$ cat config.mk
export PLATFORM = sky130hd
export DESIGN_NAME = seg7_scan_reader
export DESIGN_NICKNAME = d
export VERILOG_FILES = /design/src/rtl/seg7_scan_reader.sv
export SDC_FILE = /design/constraint.sdc
export NUM_CORES = 1
export LEC_CHECK = 0
export CORE_AREA = 3 3 100 102
export DETAILED_ROUTE_END_ITERATION = 6
export DIE_AREA = 0 0 103 105
export PLACE_DENSITY_LB_ADDON = 0.08
export RECOVER_POWER = 25
export SYNTH_ARGS = -nofsm -noshare
export SYNTH_HDL_FRONTEND = slang
export SYNTH_SLANG_ARGS = --single-unit
$ cat constraint.sdc
create_clock -name clk -period 2.2 [get_ports clk]
set_input_delay 0.44 -clock clk [delete_from_list [all_inputs] [get_ports clk]]
set_output_delay 0.44 -clock clk [all_outputs]
set_load 0.005 [all_outputs]
$ cat src/rtl/seg7_scan_reader.sv
// seg7_scan_reader: samples a multiplexed 7-segment bus, qualifies each digit window, decodes it
// back to BCD and emits one frame per scan on valid/ready. Define SEG7_DP_EN to add dp/frame_dp.
module seg7_scan_reader #(
  parameter int NUM_DIGITS     = 4,
  parameter int STABLE_CYCLES  = 4,
  parameter int TIMEOUT_CYCLES = 65536,
  parameter int SEG_ACTIVE_LOW = 0,
  parameter int DIG_ACTIVE_LOW = 0
) (
  input  logic                    clk,
  input  logic                    rst,
  input  logic [6:0]              seg,
  input  logic [NUM_DIGITS-1:0]   digit,
`ifdef SEG7_DP_EN
  input  logic                    dp,
  output logic [NUM_DIGITS-1:0]   frame_dp,
`endif
  output logic [4*NUM_DIGITS-1:0] frame_bcd,
  output logic [NUM_DIGITS-1:0]   frame_blank,
  output logic [NUM_DIGITS-1:0]   frame_err,
  output logic                    out_valid,
  input  logic                    out_ready,
  output logic                    overflow,
  output logic                    strobe_err,
  output logic                    link_lost
);

  localparam int SAMP_W = NUM_DIGITS + 8;
  localparam int CNT_W  = $clog2(STABLE_CYCLES + 1);
  localparam int TMO_W  = $clog2(TIMEOUT_CYCLES + 1);
  localparam int IDX_W  = (NUM_DIGITS > 1) ? $clog2(NUM_DIGITS) : 1;

  typedef enum logic [1:0] {S_IDLE, S_QUAL, S_HELD} state_t;

  // Decoded digit: {err, blank, nibble}. Exact pattern match only.
  function automatic logic [5:0] decode(input logic [6:0] pat);
    case (pat)
      7'h00:   decode = {2'b01, 4'h0};
      7'h3F:   decode = {2'b00, 4'd0};
      7'h06:   decode = {2'b00, 4'd1};
      7'h5B:   decode = {2'b00, 4'd2};
      7'h4F:   decode = {2'b00, 4'd3};
      7'h66,
      7'h26:   decode = {2'b00, 4'd4};
      7'h6D:   decode = {2'b00, 4'd5};
      7'h7D:   decode = {2'b00, 4'd6};
      7'h07:   decode = {2'b00, 4'd7};
      7'h7F:   decode = {2'b00, 4'd8};
      7'h6F:   decode = {2'b00, 4'd9};
      default: decode = {2'b10, 4'hF};
    endcase
  endfunction

  logic                    dp_in;
  logic [SAMP_W-1:0]       raw, sync1, samp, samp_q;
  logic [6:0]              seg_s;
  logic [NUM_DIGITS-1:0]   dig_s;
  logic                    dig_one, dig_multi, changed;
  logic [IDX_W-1:0]        cap_idx;
  logic [5:0]              dec;

  state_t                  state, state_next, start_state;
  logic [CNT_W-1:0]        cnt, cnt_next;
  logic                    capture, strobe_hit;

  logic [NUM_DIGITS-1:0]   mask, mask_next;
  logic                    frame_hit, done_pend, lost_rise;
  logic [TMO_W-1:0]        tmo_cnt;
  logic [4*NUM_DIGITS-1:0] slot_bcd;
  logic [NUM_DIGITS-1:0]   slot_blank, slot_err;

`ifdef SEG7_DP_EN
  logic [NUM_DIGITS-1:0]   slot_dp;
  assign dp_in = dp ^ (SEG_ACTIVE_LOW != 0);
`else
  assign dp_in = 1'b0;
`endif

  // Polarity is normalised before the synchroniser so everything downstream is active-high.
  assign raw = {dp_in,
                digit ^ {NUM_DIGITS{DIG_ACTIVE_LOW != 0}},
                seg ^ {7{SEG_ACTIVE_LOW != 0}}};

  // NOTE: sequential state always uses <=, so every flop samples the pre-edge value of its source.
  always_ff @(posedge clk) begin
    if (rst) begin
      sync1  <= '0;
      samp   <= '0;
      samp_q <= '0;
    end else begin
      sync1  <= raw;
      samp   <= sync1;
      samp_q <= samp;
    end
  end

  assign seg_s     = samp[6:0];
  assign dig_s     = samp[7 +: NUM_DIGITS];
  assign dig_one   = (dig_s != '0) && ((dig_s & (dig_s - NUM_DIGITS'(1))) == '0);
  assign dig_multi = (dig_s != '0) && !dig_one;
  assign changed   = (samp != samp_q);
  assign dec       = decode(seg_s);

  always_comb begin
    cap_idx = '0;
    for (int i = 0; i < NUM_DIGITS; i++) begin
      if (dig_s[i]) cap_idx = IDX_W'(i);
    end
  end

  // Where a fresh window goes when evaluated from scratch.
  assign start_state = dig_one ? S_QUAL : S_IDLE;

  always_ff @(posedge clk) begin
    if (rst) begin
      state <= S_IDLE;
      cnt   <= '0;
    end else begin
      state <= state_next;
      cnt   <= cnt_next;
    end
  end

  // NOTE: every output of this block gets a default first, so no path can infer a latch.
  always_comb begin
    state_next = state;
    cnt_next   = cnt;
    capture    = 1'b0;
    strobe_hit = 1'b0;
    case (state)
      S_QUAL: begin
        if (!changed) begin
          if (cnt == CNT_W'(STABLE_CYCLES - 1)) begin
            capture    = 1'b1;
            state_next = S_HELD;
          end else begin
            cnt_next = cnt + 1'b1;
          end
        end else begin
          state_next = start_state;
          cnt_next   = CNT_W'(1);
          strobe_hit = dig_multi;
        end
      end
      S_HELD: begin
        if (changed) begin
          state_next = start_state;
          cnt_next   = CNT_W'(1);
          strobe_hit = dig_multi;
        end
      end
      default: begin
        state_next = start_state;
        cnt_next   = CNT_W'(1);
        strobe_hit = dig_multi;
      end
    endcase
  end

  assign link_lost = (tmo_cnt >= TMO_W'(TIMEOUT_CYCLES));
  assign lost_rise = !capture && (tmo_cnt == TMO_W'(TIMEOUT_CYCLES - 1));

  // A completed frame holds the full mask for one cycle; it is cleared when the frame is copied out.
  always_comb begin
    mask_next = mask;
    if (done_pend || lost_rise) mask_next = '0;
    if (capture) mask_next[cap_idx] = 1'b1;
    frame_hit = capture && (mask_next == '1);
  end

  always_ff @(posedge clk) begin
    if (rst) begin
      // NOTE: working slots are few flops and are reset too, so frame_* never shows X.
      slot_bcd    <= '0;
      slot_blank  <= '0;
      slot_err    <= '0;
      mask        <= '0;
      done_pend   <= 1'b0;
      tmo_cnt     <= '0;
      frame_bcd   <= '0;
      frame_blank <= '0;
      frame_err   <= '0;
      out_valid   <= 1'b0;
      overflow    <= 1'b0;
      strobe_err  <= 1'b0;
    end else begin
      if (capture) begin
        slot_bcd[{cap_idx, 2'b00} +: 4] <= dec[3:0];
        slot_blank[cap_idx]             <= dec[4];
        slot_err[cap_idx]               <= dec[5];
      end
      mask      <= mask_next;
      done_pend <= frame_hit;

      if (capture)         tmo_cnt <= '0;
      else if (!link_lost) tmo_cnt <= tmo_cnt + 1'b1;

      if (strobe_hit) strobe_err <= 1'b1;

      // A stalled consumer keeps its frame; the newer one is dropped and flagged.
      if (done_pend) begin
        if (out_valid && !out_ready) begin
          overflow <= 1'b1;
        end else begin
          frame_bcd   <= slot_bcd;
          frame_blank <= slot_blank;
          frame_err   <= slot_err;
          out_valid   <= 1'b1;
        end
      end else if (out_ready) begin
        out_valid <= 1'b0;
      end
    end
  end

`ifdef SEG7_DP_EN
  always_ff @(posedge clk) begin
    if (rst) begin
      slot_dp  <= '0;
      frame_dp <= '0;
    end else begin
      if (capture) slot_dp[cap_idx] <= samp[SAMP_W-1];
      if (done_pend && !(out_valid && !out_ready)) frame_dp <= slot_dp;
    end
  end
`endif

endmodule

After elaboration in Yosys (flattened, before gate mapping)
Index checks and enable logic that the tools add are counted.
{"block": "op_classes", "add_sub_neg": 4, "multipliers": 0, "div_mod_pow": 0, "n_lt_le_gt_ge": 3, "eq_ne": 21, "shifts": 2, "n_mux": 28, "bitwise_logic": 3, "n_reduce_logical": 22}
{"op": "6-bit one-hot mux with 11 select lines", "n": 1}
{"op": "7-bit == test, second input constant", "n": 7}
{"op": "17-bit by 1-bit adder with 17-bit output, second input constant", "n": 1}
{"op": "17-bit by 16-bit == test with 1-bit output, second input constant", "n": 1}
{"op": "17-bit >= comparator, second input constant", "n": 1}
{"op": "16-bit bitwise mux", "n": 1}
{"op": "4-bit by 6-bit variable shift with 16-bit output, first input constant", "n": 1}
{"op": "4-bit by 6-bit variable part select with 16-bit output", "n": 1}
{"op": "7-bit by 3-bit == test with 1-bit output, second input constant", "n": 2}
{"op": "7-bit by 6-bit == test with 1-bit output, second input constant", "n": 2}
{"op": "12-bit != test", "n": 1}
{"op": "1-bit 2-to-1 mux", "n": 11}
{"op": "2-bit 2-to-1 mux", "n": 5}
{"op": "2-bit AND reduction", "n": 5}
{"op": "3-bit 2-to-1 mux", "n": 3}
{"op": "4-bit bitwise mux", "n": 2}
{"op": "4-bit 2-to-1 mux", "n": 2}
{"op": "7-bit zero test", "n": 1}
{"op": "1-bit logical AND", "n": 6}
{"op": "3-bit != test, second input constant", "n": 2}
{"op": "4-bit negation with 6-bit output", "n": 1}
{"op": "3-bit one-hot mux with 2 select lines", "n": 1}
{"op": "2-bit OR reduction", "n": 3}
{"op": "4-bit AND", "n": 1}
{"op": "other kinds (18)", "n": 21}
{"block": "word_totals", "register_bits": 114, "latch_bits": 0, "ramBits": 0, "rom_bits": 0, "in_bits": 14, "out_inout_bits": 28, "word_cells": 101, "memories": 0}

Longest topological paths before layout
{"block": "logic_depth", "ltp_word": 12, "ltp_mapped": 10, "ltp_nobuf": 9}

Worst setup path after synthesis
No wires, ideal clock.
{"block": "synth_timing", "kind": "register -> register", "from": "register samp[8]", "to": "register slot_bcd[0]", "setup_ns": 0.092, "arrival_ns": 2.185, "required_time_ns": 2.108, "setup_slack_ns": -0.078, "path_stages_with_launch": 9, "path_buffers": 1, "period_less_slack_ns": 2.278, "cell_sequence": "dfxtp_1 -> buf_2 -> nor2b_1 -> or2_2 -> ha_1 -> or4b_2 -> nor2_1 -> nand2_1 -> o32ai_1"}
{"block": "synth_via", "elab_chain_cells": 6, "elab_cells_between_ends": 10, "classes_between": "1 x add/sub; 1 x eq/ne; 2 x shift; 6 x mux"}
{"element": "start: declaration", "line": "55", "text": "logic [SAMP_W-1:0] raw, sync1, samp, samp_q;"}
{"element": "start signal: assignment", "line": "92", "text": "samp <= sync1;"}
{"element": "1-bit 2-to-1 mux", "line": "107", "text": "if (dig_s[i]) cap_idx = IDX_W'(i);"}
{"element": "2-bit 2-to-1 mux (2 in a row)", "line": "107"}
{"element": "4-bit negation with 6-bit output", "line": "188", "text": "slot_bcd[{cap_idx, 2'b00} +: 4] <= dec[3:0];"}
{"element": "4-bit by 6-bit variable part select with 16-bit output / 4-bit by 6-bit variable shift with 16-bit output (equally long branches)", "line": "188"}
{"element": "16-bit bitwise mux", "line": "188"}
{"element": "end signal: indexed assignment", "line": "188"}
{"element": "end: declaration", "line": "69", "text": "logic [4*NUM_DIGITS-1:0] slot_bcd;"}
Parallel ways exist; a longest one is shown, timed or not.
A chain may end at the register's enable or synchronous reset.

Worst setup path in the final report
{"block": "layout_timing", "from": "register samp[8]", "to": "register slot_bcd[11]"}
The elaborated chain is that of the path after synthesis.

==> results.py <==
metrics = {
    "sta": {
        "fmax_mhz": 488,
        "fin_ws_ns": 0.149,
        "setup_viol": 0,
        "fin_crit_sh": 0.932,
        "fin_skew_ns": 0.0160,
        "whs_ns": 0.445,
        "worst_pin_slew_ns": 0.910,
        "hold_violations": 0,
        "drv_slew": 0,
        "period_needed_ns": 2.05,
        "maxSlewHeadroom": 0.393,
    },
    "clock_network": {
        "cts_buffer_depth": 2,
        "htreeDepth": 3,
        "numCtsBuffers": 9,
        "clk_latency_ns": 0.37,
        "hold_buffers": 0,
        "cts_tree": "built",
        "root_buffer": "clkbuf_8",
        "clkTransAtPathRegs_ns": 0.10,
        "clock-sinks": 111,
    },
    "place": {
        "hpwl_um": 5990,
        "dpl_worst_slack_ns": 0.0726,
        "io_buffers": 41,
        "gp_congestion": 0.800,
    },
    "route": {
        "vias": 3448,
        "drt_pass1_iterations": 4,
        "wirelength_um": 8250,
        "drt-wirelength-per-cell_um": 12.2,
        "vias_per_cell": 5.11,
        "ant_nets": 0,
        "drc": 0,
        "drtIter0Drc": 130,
    },
    "logic_synthesis": {
        "ys_seq_area_frac": 0.471,
        "synthArstFlopShare": 0,
        "ys_seq_elements": 111,
        "synth_mux_area_frac": 0.0297,
        "synth_compound_area_frac": 0.0987,
        "synth_top_family_by_area": "simple AND/OR/NAND/NOR gates",
        "syn-cell-area_um2": 4720,
        "synth_area_per_cell_um2": 9.21,
        "synth_simple_gate_area_frac": 0.247,
        "synth-xor-area-share": 0.0618,
        "synthFlopType": "dfxtp_1",
        "synth_nets": 541,
        "synth_edf_count": 0,
        "yosys.area_share.adder": 0.0419,
        "ys_types": 55,
        "netlist_instances": 512,
        "synth-warning-count": 0,
    },
    "hold_path": {
        "min_path_cells": 1,
        "whs_endpoint": "samp[0]$_SDFF_PP0_",
        "min-delay-path-class": "reg2reg",
        "hp-start": "sync1[0]$_SDFF_PP0_",
    },
    "die": {
        "fp-row-count": 35,
        "ioPinCount": 42,
        "core_um2": 9200,
        "dieArea_um2": 10800,
        "fp.dieH_um": 105,
        "die_w_um": 103,
        "initial_core_util": 0.513,
    },
    "cells_and_area": {
        "final_common_cell": "dfxtp_1",
        "drive_above_1_share": 0.129,
        "fillCellCount": 850,
        "antenna-diode-count": 0,
        "syn_to_final_growth_pct": 18.7,
        "fin_nets": 588,
        "most-common-layout-cells": "dfxtp_1, nand2_1, nor2b_1, clkdlybuf4s50_1, nor2_1",
    },
    "outcome": {
        "status": "complete, no violations",
    },
    "critical_path": {
        "rr_worst_depth": 8,
        "crit_type": "reg2reg",
        "reg2reg_to": "slot_bcd[11]$_SDFFE_PP0P_",
        "cp-end-kind": "flop",
        "worstSetupStartpointType": "flop",
        "r2r_start": "samp[8]$_SDFF_PP0_",
        "r2r_setup_slack_ns": 0.15,
        "cp_max_fo": 3,
        "cp.required_ns": 2.47,
        "arrival_ns": 2.32,
    },
    "power_and_ir_drop": {
        "power_report.internal_total_w": 0.00297,
        "switchingPower_w": 0.000900,
        "powerDensity_nw_per_um2": 691,
        "p_comb_frac": 0.082,
        "power_frac_clock": 0.380,
        "switching_share": 0.233,
        "ir_drop_v": 0.000369,
        "power_leakage_nw": 2.01,
        "seqPwrFrac": 0.538,
    },
    "global_routing": {
        "grt_pass1_wl_um": 14600,
        "grt_start_max_net_pins": 33,
        "first_global_vias": 3248,
        "antenna_found_initial": 0,
        "grt_use_total": 0.165,
        "grt_remaining_overflow": 0,
    },
    "flow_run": {
        "drv_cap": 0,
    },
}
how the worst max path moves through the flow:
stage	start	end	slack [ns]
detailed placement	samp[8]$_SDFF_PP0_	slot_bcd[2]$_SDFFE_PP0P_	0.07
CTS	samp[8]$_SDFF_PP0_	slot_bcd[2]$_SDFFE_PP0P_	0.05
global placement	samp[8]$_SDFF_PP0_	slot_bcd[1]$_SDFFE_PP0P_	0.14
global route	samp[8]$_SDFF_PP0_	slot_bcd[8]$_SDFFE_PP0P_	-0.007
finish	samp[8]$_SDFF_PP0_	slot_bcd[11]$_SDFFE_PP0P_	0.15
floorplan	samp[8]$_SDFF_PP0_	slot_bcd[0]$_SDFFE_PP0P_	0.01
timing repair:
action	in CTS	in global routing
gates resized for setup	0	5
endpoints found under the setup margin	0	5
buffers inserted	0	0
power by group through the flow:
stage                     clock network [W]  logic (W)  registers [W]
after floorplan                           0   0.000234        0.00211
after global placement                    0   0.000306        0.00212
after detailed placement                  0   0.000315        0.00213
after CTS                           0.00151   0.000316        0.00208
after global routing                0.00159   0.000355        0.00209
final                               0.00147   0.000317        0.00208
metrics by stage:
step,power [W],utilization,setup TNS [ns],area [um^2],cells
after floorplan,0.00234,-,0,4720,512
after global placement,0.00243,0.579,0,5330,659
after detailed placement,0.00244,0.579,0,5330,659
after CTS,0.00391,0.607,0,5580,675
after global routing,0.00403,0.609,-0.00681,5600,675
final,0.00387,0.609,0,5600,675
state kept, by name (all words and copies together) (netlist names), 2 cells and up:
signal       cells
cnt              3
frame_bcd       16
frame_blank      4
frame_err        4
mask             4
samp            11
samp_q          11
slot_bcd        16
slot_blank       4
slot_err         4
state            2
sync1           11
tmo_cnt         17
Yosys cell counts (all sizes together), types with 2 or more instances:
| cell | n | area (um^2) |
|---|---|---|
| nor2b | 40 | 250 |
| xnor2 | 18 | 195 |
| o32ai | 13 | 133 |
| nor2 | 39 | 149 |
| nor4 | 8 | 90.1 |
| and3 | 2 | 12.5 |
| nand2 | 70 | 263 |
| a21oi | 32 | 168 |
| nand4 | 8 | 71.3 |
| xor2 | 11 | 96.3 |
| o21ai | 10 | 50.1 |
| inv | 24 | 90.1 |
| or3 | 2 | 12.5 |
| o22ai | 6 | 37.5 |
| mux2i | 14 | 140 |
| clkbuf | 19 | 71.3 |
| nand2b | 10 | 62.6 |
| ha | 15 | 188 |
| or3b | 6 | 52.6 |
| buf | 12 | 71.3 |
| nand3 | 9 | 50.1 |
| dfxtp | 111 | 2220 |
| o21a | 2 | 15.0 |
| or2 | 3 | 18.8 |
| nor3 | 11 | 55.1 |
cell families (layout without fill, tap and decap cells):
kind of cell / after synthesis / after routing
AO/OA/AOI/OAI: 70 / 70
buffers and inverters: 55 / 107
AND/OR/NAND/NOR: 217 / 217
adder cells (fa/ha/maj): 16 / 16
XOR/XNOR: 29 / 29
flip-flops: 111 / 111
multiplexers: 14 / 14
metal layers:
layer  vias up  wire, um  share of wire  global-route usage
met5         -         0              0                   0
met2        46      3780           0.46               0.267
li1       1797         -              -                   -
met1      1594      4070           0.49               0.216
met4         0       131          0.016              0.0611
met3        11       273          0.033              0.0300
critical path, cell delays in order (launching register included):
cell and delay, ns:
dfxtp_1 0.32, nor2b_1 0.13, or2_4 0.23, ha_1 0.32
nor2b_1 0.16, or3b_2 0.47, nor2_1 0.10, nand2_1 0.10
o32ai_1 0.14
final cells by class:
type / count / area, um^2 / share of cell area
multi-input combinational: 346 / 2290 / 0.409
sequential: 111 / 2220 / 0.397
timing repair buffer: 67 / 606 / 0.108
tap: 111 / 139 / 0.0248
clock inverter: 7 / 128 / 0.0228
clock buffer: 9 / 124 / 0.0221
inverter: 24 / 90.1 / 0.0161
Note: power is estimated with default switching activity, not from simulation.
==> patch 1, RTL diff (same settings) <==
The parameter `STABLE_CYCLES` goes from 4 to 8.
--- a/src/rtl/seg7_scan_reader.sv
+++ b/src/rtl/seg7_scan_reader.sv
@@ -3,5 +3,5 @@
 module seg7_scan_reader #(
   parameter int NUM_DIGITS     = 4,
-  parameter int STABLE_CYCLES  = 4,
+  parameter int STABLE_CYCLES  = 8,
   parameter int TIMEOUT_CYCLES = 65536,
   parameter int SEG_ACTIVE_LOW = 0,
Formal check against the unedited RTL: same outputs for any inputs over 10 cycles, from zero or initial values and one cycle with rst high; that may be too few to reach the edited logic, so the function may still have changed.
==> patch 1 against the unedited design <==
  * Synthesized area shrank 1.7%
  * Power shrank 6.9%
  * Wire length grew 5.3%
  * Clock skew is essentially flat
  * Largest cell class is now registers
  * Sequential cell count grew 1
  * Sequential share of layout area grew 2.1 points
  * Cell count shrank 0.30%
  * Worst setup slack lost 56 ps
  * Design area shrank 4.1%
  * Largest power group unchanged
==> patch 1: results (changes against the unedited design) <==
=======================================================================
Pin count of the biggest net entering global routing                 79   +140%
Post-synth ARST share                                                0%   unchanged
Number of nets in the layout                                        585   -0.51%
Leakage power                                                  1.910 nW   -5.2%
Core Box Area                                                  9196 µm²   unchanged
Total of fill cells in the finished design                          842   -0.94%
Overall via count from detail_route                               3,523   +2.2%
Outcome                                                    finished clean
Violation count after the first detailed-route iteration             77   -41%
Post-synth top cells                                       112 x dfxtp_1, 68 x nand2_1, 45 x a21oi_1
Number of global-route vias before repair                         3,327   +2.4%
Depth of the CTS H-tree                                               3   unchanged
Synthesis warning total                                               0   unchanged
Post-CTS setup buffers                                                0   unchanged
Number of cells upsized or downsized after cts                        0   unchanged
Worst-Skew Late Latency                                          370 ps   about the same
Pre-antenna DRT Iters                                                 4   unchanged
Total Routing Usage GR                                           17.17%   +0.68 points
Maximum fanout encountered on the critical timing path                7   +4
Delay of the slowest cell on the worst path                      490 ps   +20 ps
Antenna cell count                                                    0   unchanged
Sequential element share of the synthesized area                 48.37%   +1.3 points
Detailed placer's ending HPWL                                  6.171 mm   +3.1%
Maximum buffer depth of the clock tree                                2   unchanged
Count of cell types in the netlist                                   52   -5.5%
Num CTS Buffers                                                       9   unchanged
DP Area                                                        5170 µm²   -3.0%
Core occupancy in the finished layout                            58.38%   -2.5 points
Slowest cell on the critical path                               dfxtp_1
Largest registers                                          tmo_cnt (17), frame_bcd (16), slot_bcd (16)
Worst IR drop on VDD                                        0.0003733 V   +1.1%
Initial antenna violation count                                       0   unchanged
Type of the tightest min-delay check                         reg -> reg
Clock Skew                                                     16.44 ps   +0.4099 ps
Top cell family by delay on the critical path              compound AO/OA/AOI/OAI gates
Biggest area contributors in the synthesized netlist       dfxtp_1 48%, nand2_1 5.5%, nor2b_1 5.0%
First-pass GRT wire length                                     15.24 mm   +4.6%
GP Congestion                                                    0.8626   +7.8%
Synth Net Count                                                     546   +0.92%
Wire length per cell after detailed routing                    12.91 µm   +5.6%
Share of post-route cells with drive strength above 1            6.940%   -6.0 points
Quantity of I/O buffers inserted on ports                            41   unchanged
Library cell used as clock root buffer                         clkbuf_8
Rel. slew slack                                                  63.09%   +24 points
Clock slew at reported path FFs                                  100 ps   about the same
=======================================================================
patch 1: changes by cell type after synthesis, moves of 5 or more:
cell      change
a21oi_1      +15
inv_1         -7
nand2b_1      -6
nand3_1      +11
o211ai_1     +12
o21ai_1      +10
o32ai_1      -11
or3b_2        -5
patch 1: stage by stage:
step	setup WS, ps	setup TNS (ps)	hold slack, ps	std cells
6_report	93.06	0	439.9	673
5_1_grt	-104.0	-890.6	460.6	673
4_1_cts	111.2	0	443.5	673
3_5_place_dp	143.2	0	422.0	657
3_3_place_gp	199.9	0	418.8	657
2_1_floorplan	321.4	0	413.8	518
patch 1: routing by layer:
layer | GRT usage [%] | share of wire [%]
met5 | 0 | 0
met4 | 5.643 | 0.92
met3 | 2.804 | 2.2
met2 | 28.46 | 48
met1 | 22.44 | 49
patch 1: cell type report:
type | instances | share of cell area, %
inverters | 17 | 1.189
flip-flops and latches | 112 | 41.76
repair buffers | 57 | 9.881
clock inverters | 5 | 1.212
well taps | 111 | 2.587
multi-input cells | 360 | 40.74
clock buffers | 11 | 2.633
patch 1: cell families after synthesis:
| family | count (synthesis) | share of synthesized area, % |
|---|---|---|
| XOR/XNOR | 29 | 5.965 |
| adder cells (fa/ha/maj) | 15 | 3.995 |
| multiplexers | 10 | 2.159 |
| buffers and inverters | 46 | 4.453 |
| AND/OR/NAND/NOR | 209 | 22.75 |
| AO/OA/AOI/OAI | 97 | 12.31 |
| flip-flops | 112 | 48.37 |
patch 1: path summary, 6_finish.rpt:
| kind | from | slack, ps | cells after the start | end |
|---|---|---|---|---|
| hold / removal | sync1[3] | 440 | 1 | samp[3] |
| setup / recovery | samp[8] | 90 | 6 | slot_bcd[14] |
| hold reg to reg | sync1[3] | 440 | 1 | samp[3] |
| setup reg to reg | samp[8] | 90 | 6 | slot_bcd[14] |
patch 1: report_power, final:
part | internal [mW] | leakage, nW | switching, mW | total (mW)
Sequential | 2.06 | 0.909 | 0.0261 | 2.08
Combinational | 0.111 | 0.904 | 0.148 | 0.258
Clock | 0.569 | 0.0977 | 0.688 | 1.26
==> patch 2, RTL diff (config.mk and constraints unchanged) <==
Made on the original files. The 3 states of `state_t` get a one-hot encoding in 3 bits.
--- a/src/rtl/seg7_scan_reader.sv
+++ b/src/rtl/seg7_scan_reader.sv
@@ -31,5 +31,5 @@
   localparam int IDX_W  = (NUM_DIGITS > 1) ? $clog2(NUM_DIGITS) : 1;
 
-  typedef enum logic [1:0] {S_IDLE, S_QUAL, S_HELD} state_t;
+  typedef enum logic [2:0] {S_IDLE = 3'b001, S_QUAL = 3'b010, S_HELD = 3'b100} state_t;
 
   // Decoded digit: {err, blank, nibble}. Exact pattern match only.
Function: no difference found for any inputs over 10 cycles, from zero or initial values and one cycle with rst high; not proved beyond that.
==> patch 2 against the unedited design <==
  * Design area shrank 4.2%
  * Synthesized area is 3.7% lower
  * Clock power down 21%
  * Hold slack barely moved
  * Wire length grew 1.1%
  * Power down 8.8%
  * Worst setup slack got worse by 88 ps
  * Sequential cell count rose by 1
  * Maximum frequency fell by 4.1%
  * Critical path depth fell by 3
  * Largest power group unchanged
==> patch 2: results (changes against the unedited design) <==
=========================================================================
Post-Place Cells                                                      655   -0.61%
Total area of multi-input combinational cells                    2098 µm²   -8.4%
Number of standard cells after synthesis                              505   -1.4%
Largest registers                                            tmo_cnt (17), frame_bcd (16), slot_bcd (16)
Clock Skew                                                       11.83 ps   -4.202 ps
Worst IR drop on VDD                                          0.0003883 V   +5.1%
Depth of the CTS H-tree                                                 3   unchanged
Number of global-route vias before repair                           3,338   +2.8%
Type of the tightest min-delay check                           reg -> reg
Leakage power                                                    1.933 nW   -4.1%
Library cell used as clock root buffer                           clkbuf_8
Post-synth top cells                                         112 x dfxtp_1, 63 x nand2_1, 41 x a21oi_1
Outcome                                                      finished clean
Global-route met2 utilization                                      27.96%   +1.2 points
GP Congestion                                                      0.8352   +4.3%
First-pass GRT wire length                                       14.82 mm   +1.8%
Critical Path AT                                                  2450 ps   +130 ps
Count of cell types in the netlist                                     45   -18%
Total Routing Usage GR                                             16.80%   +0.31 points
Biggest area contributors in the synthesized netlist         dfxtp_1 49%, nand2_1 5.2%, nor2b_1 5.0%
Fraction of met1 tracks used by global routing                     21.09%   -0.54 points
Detailed placer's ending HPWL                                    6.003 mm   +0.29%
Transition time of the tightest slew-check pin                   862.0 ps   -47.87 ps
Quantity of I/O buffers inserted on ports                              41   unchanged
Pin count of the biggest net entering global routing                   54   +64%
Met3 global-route usage                                            4.606%   +1.6 points
Post-place setup slack                                          -1.892 ps   -74.50 ps
Count of endpoints failing hold in the final timing report              0   unchanged
Number of nets in the layout                                          581   -1.2%
Share of post-route cells with drive strength above 1              10.71%   -2.2 points
Wire length per cell after detailed routing                      12.43 µm   +1.7%
Post-route non-filler standard cell count                             671   -0.59%
Violation count after the first detailed-route iteration              132   +1.5%
Synth Net Count                                                       531   -1.8%
Post-synth ARST share                                                  0%   unchanged
DP Area                                                          5172 µm²   -2.9%
Total of fill cells in the finished design                            846   -0.47%
Overall via count from detail_route                                 3,431   -0.49%
Sequential element share of the synthesized area                   49.37%   +2.3 points
Maximum fanout encountered on the critical timing path                  8   +5
=========================================================================
patch 2: cell types whose count changed in the layout (fill, tap and decap cells not counted), sizes merged, moves of 6 or more:
cell   unedited run  this run
inv              26        20
a21oi            32        42
nor2             39        32
buf              24        30
nand3             9        21
nand2            70        63
patch 2: logic make-up after synthesis:
group,synth area share (%)
buffers and inverters,4.545
DFF,49.37
adders and majority gates,3.306
muxes,1.984
AOI/OAI and AO/OA,9.918
xor gates and xnor gates,5.400
and+or+nand+nor,25.48
patch 2: worst max-delay path: stages, from the launching register on:
cell and delay (ps):
dfxtp_2 360, xor2_1 160, or4_4 570, or3_4 390
or4_4 490, a21oi_2 110
patch 2: path summary, 6_finish.rpt:
| kind | from | endpoint | slack, ps | cells past startpoint |
|---|---|---|---|---|
| hold reg to reg | sync1[4] | samp[4] | 450 | 1 |
| setup reg to reg | samp[6] | cnt[2] | 60 | 5 |
| hold / removal | sync1[4] | samp[4] | 450 | 1 |
| setup / recovery | samp[6] | cnt[2] | 60 | 5 |
patch 2: metal layers:
layer  wire length [µm]  part of all wire [%]  vias up
li1                   -                     -     1803
met1               3910                    47     1556
met2               4009                    48       60
met3                310                   3.7       12
met4                110                   1.3        0
met5                  0                     0        -
patch 2: what timing repair did:
action / CTS / global route
gates resized for setup: 1 / 3
endpoints found under the setup margin: 1 / 9
hold buffers: 0 / 0
pin swaps: 0 / 0
endpoints found under the hold margin: 0 / 0
patch 2: final cells by class:
type | count | area share (%)
Sequential cell | 112 | 41.84
Multi-Input combinational cell | 343 | 39.11
Tap cell | 111 | 2.589
Clock inverter | 5 | 0.6996
Timing Repair Buffer | 71 | 11.68
Clock buffer | 11 | 2.822
Inverter | 18 | 1.259
patch 2: report_power, final:
group | internal [mW] | switching (mW)
combinational | 0.127 | 0.143
sequential | 2.07 | 0.0344
clock | 0.480 | 0.676
total | 2.67 | 0.854
